### config.mk
export PLATFORM = sky130hd
export DESIGN_NAME = stream_merge_scheduler
export DESIGN_NICKNAME = d
export VERILOG_FILES = /design/src/rtl/stream_merge_scheduler.sv
export SDC_FILE = /design/constraint.sdc
export NUM_CORES = 1
export LEC_CHECK = 0
export ABC_CLOCK_PERIOD_IN_PS = 1700
export BUFFER_PORTS_ARGS = -buffer_cell sky130_fd_sc_hd__buf_2
export CORE_MARGIN = 8
export CORE_UTILIZATION = 44
export CTS_BUF_LIST = sky130_fd_sc_hd__clkbuf_4 sky130_fd_sc_hd__clkbuf_8
export CTS_CLUSTER_DIAMETER = 50
export CTS_CLUSTER_SIZE = 28
export DETAILED_ROUTE_END_ITERATION = 6
export PLACE_DENSITY = 0.89
export SLEW_MARGIN = 20
export SYNTH_ARGS = -nofsm -noshare
export SYNTH_HDL_FRONTEND = slang
export SYNTH_SLANG_ARGS = --single-unit
### constraint.sdc
create_clock -name CLK -period 1.7 [get_ports CLK]
set_input_delay 0.34 -clock CLK [delete_from_list [all_inputs] [get_ports CLK]]
set_output_delay 0.34 -clock CLK [all_outputs]
set_load 0.05 [all_outputs]
### src/rtl/stream_merge_scheduler.sv
// Two-producer to one-consumer token scheduler: round-robin arbitration with bounded bursts,
// a one-entry output holding register, source tagging and saturating per-source counters.
module stream_merge_scheduler #(
  parameter int unsigned DATA_W = 16,
  parameter int unsigned BURST  = 4,
  parameter int unsigned CNT_W  = 16
) (
  input  logic              CLK,
  input  logic              RESET_N,
  input  logic              In1_SEND,
  input  logic [DATA_W-1:0] In1_DATA,
  input  logic [15:0]       In1_COUNT,
  output logic              In1_ACK,
  input  logic              In2_SEND,
  input  logic [DATA_W-1:0] In2_DATA,
  input  logic [15:0]       In2_COUNT,
  output logic              In2_ACK,
  input  logic              Out1_RDY,
  input  logic              Out1_ACK,
  output logic              Out1_SEND,
  output logic [DATA_W-1:0] Out1_DATA,
  output logic [15:0]       Out1_COUNT,
  output logic              Out1_SRC,
  output logic [CNT_W-1:0]  CNT1,
  output logic [CNT_W-1:0]  CNT2
);

  typedef enum logic [1:0] {StIdle, StServe1, StServe2} state_e;

  localparam logic [7:0]       BurstLast = 8'(BURST - 1);
  localparam logic [7:0]       BurstOne  = 8'd1;
  localparam logic [CNT_W-1:0] CntOne    = CNT_W'(1);

  state_e              state_q;
  logic                out_valid_q;
  logic [DATA_W-1:0]   out_data_q;
  logic                out_src_q;
  logic [7:0]          burst_q;
  logic                last_q;     // source of the most recent accept: 0 = In1, 1 = In2
  logic [CNT_W-1:0]    cnt1_q;
  logic [CNT_W-1:0]    cnt2_q;

  logic space;
  logic acc1;
  logic acc2;
  logic burst_done;
  logic unused_inputs;

  assign unused_inputs = ^{In1_COUNT, In2_COUNT, Out1_ACK};

  // An emit frees the holding register in the same cycle, so accept and emit can overlap.
  assign space      = ~out_valid_q | Out1_RDY;
  assign acc1       = RESET_N & (state_q == StServe1) & In1_SEND & space;
  assign acc2       = RESET_N & (state_q == StServe2) & In2_SEND & space;
  assign burst_done = (burst_q == BurstLast);

  assign In1_ACK    = acc1;
  assign In2_ACK    = acc2;
  assign Out1_SEND  = RESET_N & out_valid_q & Out1_RDY;
  assign Out1_DATA  = out_data_q;
  assign Out1_SRC   = out_src_q;
  assign Out1_COUNT = 16'h1;
  assign CNT1       = cnt1_q;
  assign CNT2       = cnt2_q;

  always_ff @(posedge CLK or negedge RESET_N) begin
    if (!RESET_N) begin
      state_q     <= StIdle;
      out_valid_q <= 1'b0;
      out_data_q  <= '0;
      out_src_q   <= 1'b0;
      burst_q     <= '0;
      last_q      <= 1'b1;
      cnt1_q      <= '0;
      cnt2_q      <= '0;
    end else begin
      if (Out1_SEND) begin
        out_valid_q <= 1'b0;
      end
      if (acc1) begin
        out_valid_q <= 1'b1;
        out_data_q  <= In1_DATA;
        out_src_q   <= 1'b0;
        last_q      <= 1'b0;
        cnt1_q      <= (&cnt1_q) ? cnt1_q : cnt1_q + CntOne;
      end
      if (acc2) begin
        out_valid_q <= 1'b1;
        out_data_q  <= In2_DATA;
        out_src_q   <= 1'b1;
        last_q      <= 1'b1;
        cnt2_q      <= (&cnt2_q) ? cnt2_q : cnt2_q + CntOne;
      end

      unique case (state_q)
        StIdle: begin
          burst_q <= '0;
          if (In1_SEND && In2_SEND) begin
            state_q <= last_q ? StServe1 : StServe2;
          end else if (In1_SEND) begin
            state_q <= StServe1;
          end else if (In2_SEND) begin
            state_q <= StServe2;
          end
        end
        StServe1: begin
          if (!In1_SEND) begin
            burst_q <= '0;
            state_q <= In2_SEND ? StServe2 : StIdle;
          end else if (space) begin
            if (burst_done) begin
              burst_q <= '0;
              state_q <= In2_SEND ? StServe2 : StServe1;
            end else begin
              burst_q <= burst_q + BurstOne;
            end
          end
        end
        StServe2: begin
          if (!In2_SEND) begin
            burst_q <= '0;
            state_q <= In1_SEND ? StServe1 : StIdle;
          end else if (space) begin
            if (burst_done) begin
              burst_q <= '0;
              state_q <= In1_SEND ? StServe1 : StServe2;
            end else begin
              burst_q <= burst_q + BurstOne;
            end
          end
        end
        default: state_q <= StIdle;
      endcase
    end
  end

endmodule

==> summary.md, run 1 <==
| Metric | Value |
|---|---|
| Min Tclk post-route | `2.01 ns` |
| XOR/XNOR Fraction of Synth Area | `7.55%` |
| Antenna violations before repair | `0` |
| FMAX | `between 400 and 500 MHz` |
| Hold Vio Cnt, Final | `0` |
| Overall Power | `7.10 mW` |
| CTS clock-pin slew for the worst setup and hold paths | `0.08 ns` |
| GRT Util Overall | `18.2%` |
| Combinational power share | `49.1%` |
| Area Growth Syn to Fin | `57.8%` |
| DP HPWL | `6380 um` |
| Ys Warns | `0` |
| R2R Path Start | `state_q[1]` |
| Clk buf depth | `2` |
| FF+latch count, synth | `61` |
| Starting density of the core | `45.8%` |
| DR DRC count | `0` |
| LEAKAGE | `2.39 nW` |
| Via count | `3,138` |
| Die ar. | `10,100 um^2` |
| Final Max Tran Viols | `0` |
| Top FF cell, synth | `dfrtp_1` |
| Hold_sp | `In1_DATA[1]` |
| Synth Area in Simple Gates | `23.2%` |
| Mux share of post-synthesis cell area | `under 10%` |
| Fillers | `443` |
| Largest area contributor in the netlist | `dfrtp_1` |
| RSZ-0062 raised after global routing | `yes` |
| Syn avg cell area | `9.49 um^2` |
| Reg2Reg Capture Point | `burst_q[6]` |
| GRT overflow | `0` |
| Post-synth EDFFs | `0` |
| Commonest cells after routing, fill and taps aside | `86 x buf_2, 56 x buf_4, 50 x nand2_1, 37 x dfrtp_1, 25 x nor2_1` |
| DR pass1 iterations | `5` |
| Clock power frac | `21.3%` |
| Final net count | `574` |
| M1 WL | `4040 um` |
| Post-synth cell types | `42` |
| Compound-cell area share of the yosys netlist | `approximately 8.3%` |
| Worst Setup SP | `state_q[1]` |
| CTS tree | `done` |
| Crit path kind | `reg -> reg` |
| Peak supply drop | `903 uV` |
| Number of global-route vias before repair | `approximately 3.0k` |
| Final Setup Violations | `44` |
| Worst-skew pair later-pin latency | `0.35 ns` |
| Iteration-0 DRC Markers | `228` |
| Die W | `about 100 um` |
| Power Internal | `between 3 and 4 mW` |
| Reg2reg path depth | `7` |
| H-tree Lvls | `3` |
| Clk_skew | `about 0.011 ns` |
| Rel. slew slack | `59.4%` |
| Status | `finished, violations left` |
| First-pass GRT wire length | `14,600 um` |
| Worst setup path end | `burst_q[6]` |
| Mapped Area | `3130 um^2` |
| Uppermost layer routed | `met4` |
| Vias per cell | `5.26` |
| Largest net degree at the start of global routing | `49` |
| Final Util | `72.3%` |
| NetSw | `3.11 mW` |
| Drt wl/cell | `17.6 um` |
| Sequential fraction of design power | `29.5%` |
| I/O pins | `138` |
| Max-Cap Viols | `0` |
| Antenna-violating nets left | `0` |
| Hold Crit Class | `in -> reg` |
| # clock sinks | `61` |
| Sequential Area | `1560 um^2` |
| CP Capture Type | `flip-flop` |
| Layout cells sized above 1 | `a little over half` |
| Final wirelength | `10,500 um` |
| Sw frac | `43.8%` |
| PwrDens | `1440 nW/um^2` |
| Final WS setup | `-0.314 ns` |
| Synth Area in Adders | `3.20%` |
| WP data required | `1.97 ns` |
| Internal reg-to-reg setup slack | `-0.31 ns` |
| Routed wl met3 | `631 um` |
| Top post-synthesis cells by area | `dfrtp_1 48%, nand2_1 6.7%, xnor2_1 5.0%` |
| Most common cell after layout, fill and taps aside | `buf_2` |
| Multi-input gate area | `around 1900 um^2` |
| Inserted Diodes | `0` |
| Placer Congestion | `between 0.8 and 0.9` |
| Post-Synthesis Cells | `330` |
| Met2 WL post-DR | `between 5000 and 6000 um` |
| Standard-cell rows | `30` |
| Core area | `6830 um^2` |
| Failing checks | `setup timing` |
| Die H | `100 um` |
| Synth async-reset ratio | `100%` |
| PortBufs | `88` |
| Sequential fraction of the synthesis area | `between 40% and 50%` |
| Synth top area share | `47.9%` |
| Crit Path Max Fanout | `3` |
| Main combinational cell family by area after synthesis | `simple AND/OR/NAND/NOR gates` |
| Worst endpoint data arrival time | `2.29 ns` |
| Num CTS Buffers | `9` |
| Fin crit share | `118%` |
| Startpoint Class | `flip-flop` |
| CTS root buffer | `clkbuf_8` |
| Transition time at the pin with the least slew margin | `~0.61 ns` |
how the worst min path moves through the flow:
| stage | slack [ns] | cells after the start | to |
|---|---|---|---|
| 2_1_floorplan | 0.04 | 0 | CNT1[0] |
| 3_3_place_gp | 0.36 | 2 | state_q[1] |
| 3_5_place_dp | 0.36 | 2 | burst_q[3] |
| 4_1_cts | 0.23 | 3 | Out1_DATA[14] |
| 5_1_grt | 0.25 | 3 | Out1_DATA[4] |
| 6_report | 0.24 | 3 | Out1_DATA[1] |
per-stage QoR:
stage | setup slack [ns] | area [um^2] | cells | setup TNS [ns] | hold slack (ns)
final | -0.314 | 4940 | 597 | -7.55 | 0.241
after CTS | -0.171 | 4550 | 582 | -3.11 | 0.229
after global placement | -0.194 | 4120 | 556 | -3.00 | 0.361
after floorplan | -0.367 | 3330 | 344 | -2.62 | 0.0444
after global routing | -0.367 | 4940 | 597 | -10.60 | 0.245
after detailed placement | -0.219 | 4120 | 556 | -3.32 | 0.363
registers in the layout (all words and copies together), names as in the netlist:
signal and count:
Out1_DATA 16, Out1_SRC 1, last_q 1, state_q 2
CNT1 16, out_valid_q 1, burst_q 8, CNT2 16
logic make-up after synthesis:
kind of cell | count (synthesis)
flip-flops | 61
AND/OR/NAND/NOR | 151
other | 2
XOR/XNOR | 27
adder cells (fa/ha/maj) | 8
buffers and inverters | 32
AO/OA/AOI/OAI | 41
multiplexers | 8
worst max-delay path, stage by stage (launching register included):
cell and delay [ns]:
dfrtp_1 0.45, inv_2 0.13, ha_4 0.16, buf_4 0.11, a22oi_2 0.10, a311o_1 0.39
or4b_1 0.50, o211ai_1 0.10
cell usage after synthesis (4+ instances only):
master     n
dfrtp_1   60
nand2_1   56
nor2_1    35
xnor2_1   18
a31oi_1   17
buf_4     16
nand3_1   15
a21oi_1   11
nand4_1   10
xor2_1     9
ha_1       8
nor3_1     8
and3_1     6
clkbuf_1   6
inv_1      6
mux2_2     5
o21ai_0    5
nand2b_1   4
power by group through the flow:
stage	logic, mW	registers (mW)	clock network, mW
3_5_place_dp	2.92	2.08	0
3_3_place_gp	2.83	2.06	0
2_1_floorplan	0.960	3.12	0
4_1_cts	3.11	2.07	1.51
6_report	3.49	2.10	1.51
5_1_grt	3.67	2.13	1.58
area by class of cell:
cell class | count | share of cell area [%]
multi-input cells | 251 | 37.9
flip-flops and latches | 61 | 31.5
repair buffers | 166 | 22.9
clock buffers | 12 | 3.22
well taps | 96 | 2.43
clock inverters | 4 | 1.42
inverters | 7 | 0.684
what timing repair did:
item | in CTS | in global routing
buffers inserted | 9 | 18
resized for setup | 31 | 59
setup endpoints to repair | 40 | 54
endpoints found under the hold margin | 13 | 0
pin swaps | 19 | 39
hold buffers | 1 | 0
per-layer routing:
layer	GRT usage, %	vias up
li1	-	1440
met1	20.3	1543
met2	32.1	128
met3	4.84	27
met4	6.86	0
met5	0	-
(Power assumes the default switching activity.)
==> inputs of run 2 (changes only) <==
- PLACE_DENSITY: 0.89 -> 0.79
==> run 2 against run 1 <==
Compared with the run above: highest routed layer unchanged; clock skew down 0.0028 ns; register-to-register slack improved by 0.12 ns; clock-buffer cell count fell by 2; setup slack better by 0.12 ns; critical endpoint is now CNT1[12]; clock power shrank 13%; the flow still finishes with violations (setup timing); non-clock buffer count decreased by 15; utilization shrank 4.3 points; maximum frequency increased by 6.2%; final area decreased by 5.9%; first-iteration DRC count decreased by 31%; critical path depth unchanged.
==> summary.md, run 2 (synthesis results as in run 1) <==
| Metric | Value |
|---|---|
| Status | `finished, violations left` |
| Failing checks | `setup timing` |
| Placer Congestion | `approximately 0.86` |
| Area Growth Syn to Fin | `48.4%` |
| Inserted Diodes | `0` |
| Antenna-violating nets left | `0` |
| Fillers | `~520` |
| Worst Setup SP | `state_q[1]` |
| Final net count | `559` |
| LEAKAGE | `2.26 nW` |
| DR pass1 iterations | `4` |
| Clock power frac | `between 20% and 30%` |
| Placed Instances | `around 550` |
| DP HPWL | `slightly above 6000 um` |
| Worst endpoint data arrival time | `2.17 ns` |
| Peak supply drop | `981 uV` |
| Worst-skew pair later-pin latency | `about 0.35 ns` |
| Clk buf depth | `2` |
| Die W | `100 um` |
| GRT Util Overall | `18.0%` |
| GRT overflow | `0` |
| PortBufs | `between 80 and 90` |
| Num CTS Buffers | `9` |
| Max-Cap Viols | `0` |
| WP data required | `about 2.0 ns` |
| Combinational power share | `47.4%` |
| CTS root buffer | `clkbuf_8` |
| Post-Layout Cell Count | `582` |
| Startpoint Class | `flip-flop` |
| CP max-delay cell | `or4b_4` |
| Fin crit share | `112%` |
| Reg2reg path depth | `7` |
| R2R Path Start | `state_q[1]` |
| Antenna violations before repair | `0` |
| CTS clock-pin slew for the worst setup and hold paths | `0.07 ns` |
| NetSw | `2.92 mW` |
| Critical Path, Cell by Cell | `inv_2 > ha_4 > nand4_1 > buf_4 > or4b_4 > nor2_4 > xor2_1` |
| Largest net degree at the start of global routing | `46` |
| Overall Power | `6.46 mW` |
| Final Util | `68.0%` |
| Final Max Tran Viols | `0` |
| Hold Vio Cnt, Final | `0` |
| DR DRC count | `0` |
| FMAX | `528 MHz` |
| Number of global-route vias before repair | `about 3.0k` |
| First-pass GRT wire length | `about 15,000 um` |
| Commonest cells after routing, fill and taps aside | `86 x buf_2, 54 x nand2_1, 52 x buf_4, 36 x dfrtp_1` |
| RSZ-0062 raised after global routing | `yes` |
| I/O pins | `138` |
| Crit Path Max Fanout | `3` |
| Via count | `2,921` |
| Die ar. | `10,100 um^2` |
| Crit-path max cell delay | `0.57 ns` |
| Layout cells sized above 1 | `51.0%` |
| CTS tree | `done` |
| Iteration-0 DRC Markers | `around 160` |
| Hold Crit Class | `in -> async` |
| H-tree Lvls | `3` |
| Internal reg-to-reg setup slack | `-0.20 ns` |
| Most common cell after layout, fill and taps aside | `buf_2` |
| Drt wl/cell | `~15 um` |
| Final Setup Violations | `32` |
| Final wirelength | `around 9000 um` |
| Transition time at the pin with the least slew margin | `0.589 ns` |
| Crit path kind | `reg -> reg` |
| Sequential fraction of design power | `32.2%` |
| Clk_skew | `0.00792 ns` |
| Sw frac | `45.2%` |
| Setup WS pre-CTS | `-0.194 ns` |
| Starting density of the core | `45.8%` |
| Worst setup path end | `CNT1[12]` |
| Rel. slew slack | `60.6%` |
| Min Tclk post-route | `1.90 ns` |
| Final WS setup | `-0.196 ns` |
| Vias per cell | `around 5` |
| PwrDens | `1390 nW/um^2` |
| Standard-cell rows | `30` |
| Core area | `just under 7000 um^2` |
| CP Capture Type | `flip-flop` |
| Reg2Reg Capture Point | `CNT1[12]` |
| Crit-path leading delay family | `simple AND/OR/NAND/NOR gates` |
| # clock sinks | `61` |
| Worst path bufs/invs | `2` |
| Die H | `between 100 and 150 um` |
| Power Internal | `about 3.5 mW` |
| Cell depth of the worst setup path | `7` |
[run 2: cell types whose count changed in the layout (fill, tap and decap cells not counted), sizes merged]
cell	delta
buf	-15
bufinv	-1
clkbuf	-2
clkinvlp	+3
[run 2: repair_timing]
action,CTS,global route
gates resized for setup,43,19
hold endpoints to repair,2,0
pin swaps,19,14
buffers inserted,10,3
setup endpoints to repair,38,57
hold buffers,1,0
[run 2: tightest hold or removal path, stage by stage]
cell and delay (ns):
buf_2 0.15, buf_4 0.16, buf_4 0.23
[run 2: per-stage QoR]
step | hold WS, ns | cell area (um^2) | TNS [ns]
after floorplan | 0.0444 | 3330 | -2.62
after global placement | 0.318 | 4100 | -1.95
after detailed placement | 0.316 | 4100 | -3.01
after CTS | 0.140 | 4580 | -1.81
after global routing | 0.165 | 4650 | -6.62
final | 0.162 | 4650 | -3.22
[run 2: power by group through the flow]
stage | logic, mW | clock network [mW] | registers, mW
global placement | 2.80 | 0 | 2.07
detailed placement | 2.86 | 0 | 2.09
finish | 3.06 | 1.32 | 2.08
global route | 3.27 | 1.39 | 2.13
floorplan | 0.960 | 0 | 3.12
CTS | 3.01 | 1.33 | 2.08
[run 2: worst min-delay path by stage]
stage / endpoint
after detailed placement: state_q[1]
after global routing: burst_q[6]
after CTS: burst_q[6]
after floorplan: CNT1[0]
final: burst_q[6]
after global placement: state_q[1]
[run 2: area by class of cell]
type	instances	area (um^2)	share of cell area, %
inverters	7	36.3	0.781
multi-input cells	251	1760	37.8
flip-flops and latches	61	1560	33.5
well taps	96	120	2.58
repair buffers	151	978	21.0
clock inverters	6	62.6	1.35
clock buffers	10	138	2.96
[run 2: layer usage]
| layer | up-vias | global-route usage (%) | part of all wire, % |
|---|---|---|---|
| met4 | 0 | 5.70 | 1.2 |
| li1 | 1411 | - | - |
| met1 | 1416 | 21.4 | 41 |
| met5 | - | 0 | 0 |
| met3 | 10 | 5.81 | 6.5 |
| met2 | 84 | 29.8 | 51 |
==> inputs of run 3 (changes only) <==
- CORE_UTILIZATION: 44 -> 43
- CTS_BUF_LIST: sky130_fd_sc_hd__clkbuf_4 sky130_fd_sc_hd__clkbuf_8 -> not set
- HOLD_SLACK_MARGIN: not set -> 0.08
- PLACE_DENSITY: 0.79 -> 0.78
==> run 3 against run 2 <==
Compared with the run above: the flow still finishes with violations (setup timing); clock power barely moved; sequential cell count did not move; non-clock buffer count increased by 3; final cell count rose by 1.2%; global-route usage is 1.7 points lower; power rose by 3.8%; critical path depth down 1; wire length increased by 5.0%; clock skew up 0.0017 ns; largest power group unchanged.
==> summary.md, run 3 (synthesis results as in run 1) <==
| Metric | Value |
|---|---|
| Starting density of the core | `between 40% and 50%` |
| Reg2Reg Capture Point | `burst_q[6]` |
| I/O pins | `between 100 and 150` |
| Final wirelength | `9450 um` |
| Rel. slew slack | `53.9%` |
| CTS root buffer | `clkbuf_8` |
| Via count | `about 3k` |
| Commonest cells after routing, fill and taps aside | `86 x buf_2, 54 x nand2_1, 48 x buf_4, 37 x dfrtp_1, 24 x nor2_1` |
| Reg2reg path depth | `6` |
| Overall Power | `6.71 mW` |
| Critical Path, Cell by Cell | `inv_2 > ha_4 > a22oi_1 > a311o_1 > or4b_1 > o211ai_1` |
| PwrDens | `1400 nW/um^2` |
| PortBufs | `just under 90` |
| Worst-skew pair later-pin latency | `0.35 ns` |
| Hold Crit Class | `in -> reg` |
| Fin crit share | `113%` |
| Placed Instances | `559` |
| CTS tree | `done` |
| Clk_skew | `slightly below 0.01 ns` |
| Post-Layout Cell Count | `slightly below 600` |
| Crit Path Max Fanout | `4` |
| Hold Vio Cnt, Final | `0` |
| CP max-delay cell | `or4b_1` |
| Core area | `between 7000 and 8000 um^2` |
| Crit-path max cell delay | `0.55 ns` |
| Startpoint Class | `flip-flop` |
| Worst path bufs/invs | `1` |
| Die W | `101 um` |
| Worst setup path end | `burst_q[6]` |
| Antenna violations before repair | `2` |
| Cell depth of the worst setup path | `6` |
| GRT Util Overall | `16.3%` |
| Final Max Tran Viols | `0` |
| Standard-cell rows | `31` |
| GRT overflow | `0` |
| Placer Congestion | `around 0.8` |
| DR DRC count | `0` |
| Min Hold Slack | `0.234 ns` |
| Vias per cell | `5.10` |
| Min Tclk post-route | `about 1.9 ns` |
| DR pass1 iterations | `5` |
| Most common cell after layout, fill and taps aside | `buf_2` |
| H-tree Lvls | `3` |
| Largest net degree at the start of global routing | `54` |
| Status | `finished, violations left` |
| RSZ-0062 raised after global routing | `yes` |
| Crit path kind | `reg -> reg` |
| Num CTS Buffers | `9` |
| Die ar. | `slightly above 10,000 um^2` |
| Max-Cap Viols | `0` |
| Worst Setup SP | `state_q[1]` |
| Iteration-0 DRC Markers | `227` |
| Number of global-route vias before repair | `2,819` |
| LEAKAGE | `2.30 nW` |
| Crit-path leading delay family | `compound AO/OA/AOI/OAI gates` |
| Transition time at the pin with the least slew margin | `0.692 ns` |
| Die H | `101 um` |
| Peak supply drop | `837 uV` |
| Clk buf depth | `2` |
| DP HPWL | `~6100 um` |
| CP Capture Type | `flip-flop` |
| Final Setup Violations | `33` |
| Layout cells sized above 1 | `between 50% and 60%` |
| Area Growth Syn to Fin | `53.2%` |
| FMAX | `about 520 MHz` |
| # clock sinks | `61` |
| Final WS setup | `-0.229 ns` |
| Final net count | `~560` |
| Internal reg-to-reg setup slack | `-0.23 ns` |
| Drt wl/cell | `16.0 um` |
| R2R Path Start | `state_q[1]` |
| Antenna-violating nets left | `0` |
| Failing checks | `setup timing` |
| WP data required | `~2.0 ns` |
| CTS clock-pin slew for the worst setup and hold paths | `0.07 ns` |
| Worst endpoint data arrival time | `roughly 2.2 ns` |
| First-pass GRT wire length | `13,100 um` |
[run 3: worst register-to-register path, stage by stage (launching register included)]
cell and delay, ns:
dfrtp_1 0.40, inv_2 0.12, ha_4 0.17, a22oi_1 0.15, a311o_1 0.35, or4b_1 0.55, o211ai_1 0.11
[run 3: per-layer routing]
| metal | vias to the layer above | part of all wire [%] | global-route usage, % |
|---|---|---|---|
| met4 | 2 | 1.8 | 6.64 |
| met5 | - | 0.13 | 0 |
| met2 | 83 | 51 | 26.3 |
| met1 | 1482 | 40 | 18.8 |
| li1 | 1415 | - | - |
| met3 | 21 | 6.4 | 6.46 |
[run 3: worst min-delay path by stage]
stage,startpoint,to,slack (ns),depth (start not counted)
CTS,In1_DATA[8],Out1_DATA[8],0.22,3
global route,In1_DATA[6],Out1_DATA[6],0.23,3
finish,In1_DATA[1],Out1_DATA[1],0.23,3
detailed placement,RESET_N,state_q[0],0.35,2
global placement,RESET_N,state_q[0],0.34,2
floorplan,RESET_N,CNT1[0],0.04,0
[run 3: cell type report]
class | instances | area [um^2]
Antenna cell | 1 | 2.50
Clock buffer | 12 | 145
Clock inverter | 4 | 47.5
Fill cell | 570 | 2340
Inverter | 7 | 33.8
Multi-Input combinational cell | 251 | 1850
Sequential cell | 61 | 1560
Tap cell | 99 | 124
Timing Repair Buffer | 154 | 1030
[run 3: through the flow]
stage                     cell area (um^2)  TNS [ns]  util [%]  worst slack [ns]
after detailed placement              4120     -3.72      57.7            -0.220
after global routing                  4800     -6.68      67.2            -0.279
final                                 4800     -3.54      67.2            -0.229
after CTS                             4570     -2.93      64.0            -0.153
after global placement                4120     -2.30      57.7            -0.162
after floorplan                       3330     -2.62         -            -0.367
[run 3: power breakdown]
part	internal (mW)	leakage, nW	switching [mW]
combinational	1.16	1.45	2.18
clock	0.713	0.0964	0.578
sequential	1.82	0.752	0.251
total	3.70	2.30	3.01
[run 3: what timing repair did]
action / 4_1_cts / 5_1_grt
resized for setup: 38 / 47
pin swaps: 23 / 26
endpoints found under the setup margin: 38 / 55
hold buffers: 1 / 0
setup buffers: 9 / 3
endpoints found under the hold margin: 8 / 0
